### config.mk
export PLATFORM = sky130hd
export DESIGN_NAME = prog_loader
export DESIGN_NICKNAME = d
export VERILOG_FILES = /design/src/rtl/prog_loader_pkg.sv /design/src/rtl/uart_rx.sv /design/src/rtl/prog_loader.sv
export SDC_FILE = /design/constraint.sdc
export NUM_CORES = 1
export LEC_CHECK = 0
export ABC_CLOCK_PERIOD_IN_PS = 6300
export CORE_ASPECT_RATIO = 1.4
export CORE_MARGIN = 3
export CORE_UTILIZATION = 45
export CTS_BUF_LIST = sky130_fd_sc_hd__clkbuf_2 sky130_fd_sc_hd__clkbuf_4 sky130_fd_sc_hd__clkbuf_8
export DETAILED_ROUTE_END_ITERATION = 12
export PLACE_DENSITY = 0.7
export SLEW_MARGIN = 10
export SYNTH_ARGS = -nofsm -noshare
export SYNTH_HDL_FRONTEND = slang
export SYNTH_SLANG_ARGS = --single-unit
### constraint.sdc
create_clock -name clk -period 6.3 [get_ports clk]
set_input_delay 0.945 -clock clk [delete_from_list [all_inputs] [get_ports clk]]
set_output_delay 0.945 -clock clk [all_outputs]
set_load 0.01 [all_outputs]
### src/rtl/prog_loader_pkg.sv
// Shared types and constants for the serial program loader.
package prog_loader_pkg;

   localparam int unsigned DEFAULT_CLKS_PER_BIT = 434;
   localparam logic [7:0]  LOADER_HDR           = 8'hA5;

   typedef enum logic [2:0] {
      ST_IDLE    = 3'd0,
      ST_LEN_HI  = 3'd1,
      ST_LEN_LO  = 3'd2,
      ST_DATA_HI = 3'd3,
      ST_DATA_LO = 3'd4,
      ST_CHECK   = 3'd5,
      ST_ERROR   = 3'd6
   } loader_state_t;

   // A load is in flight from the length bytes through the checksum byte.
   function automatic logic state_is_busy(input loader_state_t s);
      return (s == ST_LEN_HI) || (s == ST_LEN_LO) || (s == ST_DATA_HI) ||
             (s == ST_DATA_LO) || (s == ST_CHECK);
   endfunction

endpackage

### src/rtl/uart_rx.sv
// 8N1 UART receiver: 2-flop synchronizer, mid-bit sampling, one-cycle valid
// pulse in the stop-bit centre cycle with frame_err flagging a low stop bit.
module uart_rx
   import prog_loader_pkg::*;
#(
   parameter int unsigned CLKS_PER_BIT = DEFAULT_CLKS_PER_BIT
) (
   input  logic       clk,
   input  logic       rst,
   input  logic       rx,
   output logic [7:0] byte_out,
   output logic       valid,
   output logic       frame_err
);

   localparam int unsigned     CNT_W   = $clog2(CLKS_PER_BIT + 1);
   localparam logic [CNT_W-1:0] HALF_M1 = CNT_W'(CLKS_PER_BIT / 2 - 1);
   localparam logic [CNT_W-1:0] FULL_M1 = CNT_W'(CLKS_PER_BIT - 1);

   localparam logic [1:0] RX_IDLE  = 2'd0;
   localparam logic [1:0] RX_START = 2'd1;
   localparam logic [1:0] RX_DATA  = 2'd2;
   localparam logic [1:0] RX_STOP  = 2'd3;

   logic             r_sync1, r_sync2, r_prev;
   logic [1:0]       r_state, w_state_nxt;
   logic [CNT_W-1:0] r_cnt, w_cnt_nxt;
   logic [2:0]       r_bit, w_bit_nxt;
   logic [7:0]       r_shift, w_shift_nxt;
   logic             r_valid, w_valid_nxt;
   logic             r_ferr, w_ferr_nxt;
   logic             w_fall;

   assign w_fall    = r_prev & ~r_sync2;
   assign byte_out  = r_shift;
   assign valid     = r_valid;
   assign frame_err = r_ferr;

   always_ff @(posedge clk) begin
      if (rst) begin
         r_sync1 <= 1'b1;
         r_sync2 <= 1'b1;
         r_prev  <= 1'b1;
         r_state <= RX_IDLE;
         r_cnt   <= '0;
         r_bit   <= '0;
         r_shift <= '0;
         r_valid <= 1'b0;
         r_ferr  <= 1'b0;
      end else begin
         r_sync1 <= rx;
         r_sync2 <= r_sync1;
         r_prev  <= r_sync2;
         r_state <= w_state_nxt;
         r_cnt   <= w_cnt_nxt;
         r_bit   <= w_bit_nxt;
         r_shift <= w_shift_nxt;
         r_valid <= w_valid_nxt;
         r_ferr  <= w_ferr_nxt;
      end
   end

   // Start is re-checked at half a bit so short low glitches are dropped.
   always_comb begin
      w_state_nxt = r_state;
      w_cnt_nxt   = r_cnt + CNT_W'(1);
      w_bit_nxt   = r_bit;
      w_shift_nxt = r_shift;
      w_valid_nxt = 1'b0;
      w_ferr_nxt  = 1'b0;
      case (r_state)
         RX_IDLE: begin
            w_cnt_nxt = '0;
            if (w_fall) w_state_nxt = RX_START;
         end
         RX_START: begin
            if (r_cnt == HALF_M1) begin
               w_cnt_nxt   = '0;
               w_bit_nxt   = '0;
               w_state_nxt = r_sync2 ? RX_IDLE : RX_DATA;
            end
         end
         RX_DATA: begin
            if (r_cnt == FULL_M1) begin
               w_cnt_nxt   = '0;
               w_shift_nxt = {r_sync2, r_shift[7:1]};
               w_bit_nxt   = r_bit + 3'd1;
               if (r_bit == 3'd7) w_state_nxt = RX_STOP;
            end
         end
         RX_STOP: begin
            if (r_cnt == FULL_M1) begin
               w_cnt_nxt   = '0;
               w_valid_nxt = 1'b1;
               w_ferr_nxt  = ~r_sync2;
               w_state_nxt = RX_IDLE;
            end
         end
         default: w_state_nxt = RX_IDLE;
      endcase
   end

endmodule

### src/rtl/prog_loader.sv
// Receives a framed program image over UART and writes it into instruction
// memory, holding the CPU in reset until the image checksum verifies.
module prog_loader
   import prog_loader_pkg::*;
#(
   parameter int unsigned CLKS_PER_BIT = DEFAULT_CLKS_PER_BIT,
   parameter int unsigned ADDR_W       = 10,
   parameter int unsigned TIMEOUT_CLKS = 500000
) (
   input  logic              clk,
   input  logic              rst,
   input  logic              rx,
   output logic [ADDR_W-1:0] im_addr,
   output logic [15:0]       im_wdata,
   output logic              im_we,
   output logic              cpu_rst,
   output logic              busy,
   output logic              err
);

   localparam int unsigned IDX_W   = ADDR_W + 1;
   localparam int unsigned TMR_W   = $clog2(TIMEOUT_CLKS + 1);
   localparam logic [16:0] MAX_LEN = 17'(2 ** ADDR_W);

   logic [7:0]        w_byte;
   logic              w_valid, w_ferr;
   loader_state_t     r_state, w_state_nxt;
   logic [7:0]        r_len_hi, w_len_hi_nxt, r_hi, w_hi_nxt, r_xor, w_xor_nxt;
   logic [IDX_W-1:0]  r_len, w_len_nxt, r_idx, w_idx_nxt, w_idx_inc;
   logic [TMR_W-1:0]  r_timer, w_timer_nxt;
   logic [ADDR_W-1:0] r_addr, w_addr_nxt;
   logic [15:0]       r_wdata, w_wdata_nxt;
   logic              r_we, w_we_nxt;
   logic              r_cpu_rst, w_cpu_rst_nxt, r_busy, w_busy_nxt, r_err, w_err_nxt;
   logic [15:0]       w_len16;
   logic              w_len_ok, w_busy_st, w_timeout;

   uart_rx #(.CLKS_PER_BIT(CLKS_PER_BIT)) u_rx (
      .clk       (clk),
      .rst       (rst),
      .rx        (rx),
      .byte_out  (w_byte),
      .valid     (w_valid),
      .frame_err (w_ferr)
   );

   assign w_len16   = {r_len_hi, w_byte};
   assign w_len_ok  = (w_len16 != 16'd0) && ({1'b0, w_len16} <= MAX_LEN);
   assign w_idx_inc = r_idx + IDX_W'(1);
   assign w_busy_st = state_is_busy(r_state);
   assign w_timeout = w_busy_st && ((r_timer + TMR_W'(1)) == TMR_W'(TIMEOUT_CLKS));

   assign im_addr  = r_addr;
   assign im_wdata = r_wdata;
   assign im_we    = r_we;
   assign cpu_rst  = r_cpu_rst;
   assign busy     = r_busy;
   assign err      = r_err;

   always_ff @(posedge clk) begin
      if (rst) begin
         r_state   <= ST_IDLE;
         r_len_hi  <= '0;
         r_hi      <= '0;
         r_xor     <= '0;
         r_len     <= '0;
         r_idx     <= '0;
         r_timer   <= '0;
         r_addr    <= '0;
         r_wdata   <= '0;
         r_we      <= 1'b0;
         r_cpu_rst <= 1'b0;
         r_busy    <= 1'b0;
         r_err     <= 1'b0;
      end else begin
         r_state   <= w_state_nxt;
         r_len_hi  <= w_len_hi_nxt;
         r_hi      <= w_hi_nxt;
         r_xor     <= w_xor_nxt;
         r_len     <= w_len_nxt;
         r_idx     <= w_idx_nxt;
         r_timer   <= w_timer_nxt;
         r_addr    <= w_addr_nxt;
         r_wdata   <= w_wdata_nxt;
         r_we      <= w_we_nxt;
         r_cpu_rst <= w_cpu_rst_nxt;
         r_busy    <= w_busy_nxt;
         r_err     <= w_err_nxt;
      end
   end

   // Timeout is evaluated before the received byte so it wins a tie.
   always_comb begin
      w_state_nxt  = r_state;
      w_len_hi_nxt = r_len_hi;
      w_hi_nxt     = r_hi;
      w_xor_nxt    = r_xor;
      w_len_nxt    = r_len;
      w_idx_nxt    = r_idx;
      w_timer_nxt  = r_timer + TMR_W'(1);
      w_addr_nxt   = r_addr;
      w_wdata_nxt  = r_wdata;
      w_we_nxt     = 1'b0;
      w_err_nxt    = r_err;
      if (w_timeout) begin
         w_state_nxt = ST_ERROR;
      end else if (w_valid && w_ferr) begin
         if (w_busy_st) w_state_nxt = ST_ERROR;
      end else if (w_valid) begin
         w_timer_nxt = TMR_W'(1);
         case (r_state)
            ST_IDLE, ST_ERROR: begin
               if (w_byte == LOADER_HDR) begin
                  w_state_nxt = ST_LEN_HI;
                  w_idx_nxt   = '0;
                  w_xor_nxt   = '0;
                  w_err_nxt   = 1'b0;
               end
            end
            ST_LEN_HI: begin
               w_len_hi_nxt = w_byte;
               w_state_nxt  = ST_LEN_LO;
            end
            ST_LEN_LO: begin
               w_len_nxt   = IDX_W'(w_len16);
               w_state_nxt = w_len_ok ? ST_DATA_HI : ST_ERROR;
            end
            ST_DATA_HI: begin
               w_hi_nxt    = w_byte;
               w_xor_nxt   = r_xor ^ w_byte;
               w_state_nxt = ST_DATA_LO;
            end
            ST_DATA_LO: begin
               w_xor_nxt   = r_xor ^ w_byte;
               w_addr_nxt  = r_idx[ADDR_W-1:0];
               w_wdata_nxt = {r_hi, w_byte};
               w_we_nxt    = 1'b1;
               w_idx_nxt   = w_idx_inc;
               w_state_nxt = (w_idx_inc < r_len) ? ST_DATA_HI : ST_CHECK;
            end
            ST_CHECK: w_state_nxt = (w_byte == r_xor) ? ST_IDLE : ST_ERROR;
            default:  w_state_nxt = ST_ERROR;
         endcase
      end
      if (!state_is_busy(w_state_nxt)) w_timer_nxt = '0;
      if (w_state_nxt == ST_ERROR) w_err_nxt = 1'b1;
      w_cpu_rst_nxt = (w_state_nxt != ST_IDLE);
      w_busy_nxt    = state_is_busy(w_state_nxt);
   end

endmodule

==> flow_metrics.tcl <==
set metrics [dict create \
    hp-start "u_rx.r_sync1$_SDFF_PP1_" \
    cts_setup_buffers 0 \
    hold_depth 1 \
    fin_crit_ns 3.75 \
    relSlewSlack_pct 20.5 \
    power.total_mw 1.64 \
    die_y_um 147 \
    cp_max_fo 16 \
    cts.htree.levels 4 \
    reg2reg_depth 11 \
    via_per_inst 5.52 \
    setup_viol 0 \
    route.detailed.drc 0 \
    n_antenna_cell 0 \
    hold_viol_final 0 \
    syn_inst 723 \
    antenna_found_initial 0 \
    final_cell_mix "dfxtp_1 (125), nand2b_1 (62), nor2_1 (52), mux2i_1 (48), nand3_1 (45)" \
    root_buffer "clkbuf_8" \
    cp-start-kind "register" \
    cts_buffers 17 \
    critical_path_class "reg2reg" \
    syn2layout_area_growth_pct 13.1 \
    wl_per_cell_um 15.0 \
    layout_commonest_cell "dfxtp_1" \
    synth_edf_count 0 \
    initial_core_util_pct 46.7 \
    nets 765 \
    cts_tree "yes" \
    peakVddDrop_mv 0.154 \
    place_hpwl_mm 9.54 \
    drt-pass1-iter-count 5 \
    setup_tns_ns 0 \
    grt_pass1_wl_mm 23.4 \
    io_pins 33 \
    rrSetupSlack_ns 2.55 \
    ys_async_sr_fraction_pct 0 \
    fmax_mhz 267 \
    fin_crit_sh_pct 59.5 \
    synth-seq-area-share_pct 39.3 \
    io_buffers 32 \
    cp-startpoint "r_idx[0]$_SDFFE_PP0P_" \
    core_region_area_mm2 0.0136 \
    synthFlopType "dfxtp_1" \
    required_ns 6.57 \
    synth.net_count 749 \
    clkLatencyLatePin_ns 0.43 \
    gp_congestion 0.890 \
    ys_seq_elements 125 \
    syn_area_mm2 0.00637 \
    route.vias.total 5142 \
    first_iter_violations 284 \
    hold_path.class "reg2reg" \
    drive_gt1_share_pct 7.48 \
    cts-resized-gates 0 \
    grt_max_degree 98 \
    slew_violations 0 \
    critPathCaptureType "register" \
    grt_pass1_vias 4960 \
    rsz0062_at_grt "no" \
    p_leak_nw 2.71 \
    yosysUniqueCellTypes 60 \
    regToRegStartpoint "r_idx[0]$_SDFFE_PP0P_" \
    path_clk_slew_ns 0.07 \
    cts_max_path_buffers 2 \
    dp_cells 902 \
    synth_area_per_cell_um2 8.81 \
    yosys_warnings 0 \
    clkSinkCount 125 \
    postCtsHoldBufs 0 \
    die_w_um 107 \
    num_rows 50 \
    gr-total-overflow 0 \
    cap_violations 0 \
    power.density_mw_per_mm2 228 \
    tightest_slew_ns 1.18 \
    crit_arrival_ns 4.02 \
    grt_usage_pct 18.1 \
    routed_wirelength_mm 14.0 \
    whs_ns 0.411 \
    status "finished clean" \
    layout.cells.non_filler 931 \
    clock-skew-final_ns 0.0158 \
    dieArea_mm2 0.0156 \
    antenna_left 0 \
]
[Yosys cell counts, drive strengths merged (3+ instances only)]
master	instances	area, µm²
nor2	53	201
o41ai	4	35.0
a211oi	5	37.5
and2	4	25.0
or4	3	22.5
o21ai	18	90.1
dfxtp	125	2500
xnor2	20	175
or2	7	43.8
nand4	14	103
nand2	41	161
or3	6	37.5
nor4	7	43.8
nor2b	11	68.8
xor2	14	123
and3	5	31.3
nand4b	4	35.0
a311o	3	30.0
inv	30	113
buf	12	85.1
o211ai	9	67.6
nand3	47	245
ha	23	288
a21o	5	37.5
nor3	26	130
a221o	3	30.0
and4	4	37.5
a31oi	5	31.3
a22o	7	61.3
o31ai	12	90.1
mux2i	48	480
a21oi	33	165
nand3b	4	30.0
clkbuf	28	105
nand2b	62	388
nor4bb	3	30.0
[layer usage]
layer / GRT usage (%) / vias to the layer above / part of all wire [%]
li1: - / 2591 / -
met1: 22.9 / 2415 / 45
met2: 30.5 / 127 / 50
met3: 4.13 / 9 / 4.3
met4: 5.57 / 0 / 0.85
met5: 0 / - / 0
[final timing paths]
path | end
worst min register to register | u_rx.r_sync2$_SDFF_PP1_
worst min-delay path | u_rx.r_sync2$_SDFF_PP1_
worst max register to register | r_timer[4]$_SDFF_PP0_
worst max-delay path | r_timer[4]$_SDFF_PP0_
[sequential cells by signal, indices dropped and copies added (netlist names), 9 cells and up, named ones only]
| register | count |
|---|---|
| im_addr | 10 |
| im_wdata | 16 |
| r_idx | 11 |
| r_len | 11 |
| r_timer | 19 |
| u_rx.r_cnt | 9 |
[stage by stage]
stage	utilization [%]	worst slack [ns]	area [µm²]
floorplan	-	3.30	6370
global placement	49.6	2.71	6760
detailed placement	49.6	2.64	6760
CTS	52.8	2.56	7210
global route	52.8	2.22	7210
finish	52.8	2.55	7210
[worst max-delay path: stages (launching register included)]
cell      delay, ns
dfxtp_1        0.48
ha_1           0.32
nand4_1        0.12
nor2_1         0.13
xor2_1         0.28
ha_1           0.28
and3_1         0.17
a311o_1        0.34
a21oi_1        0.26
a221oi_1       0.20
nor2_1         0.87
nor3_1         0.11
[cells by family (layout without fill, tap and decap cells)]
kind of cell	Yosys count	count (layout)	share of synthesized area, %
mux	49	49	7.72
compound gates	115	115	12.5
simple gates	306	306	26.4
xor+xnor	34	34	4.68
flops	125	125	39.3
fa+ha+maj	24	24	4.68
buf+inv	70	96	4.75
[where the power goes]
group,leakage [nW],internal (mW),switching [mW],total [mW]
logic,1.49,0.0192,0.0351,0.0543
registers,1.01,0.794,0.00518,0.799
clock network,0.209,0.474,0.313,0.788
total,2.71,1.29,0.354,1.64
[final cells by class]
| type | instances | area, µm² |
|---|---|---|
| fillers | 1304 | 6430 |
| multi-input cells | 528 | 3570 |
| flip-flops and latches | 125 | 2500 |
| repair buffers | 37 | 353 |
| clock buffers | 18 | 248 |
| well taps | 182 | 228 |
| clock inverters | 11 | 194 |
| inverters | 30 | 113 |
(Power assumes the default switching activity.)
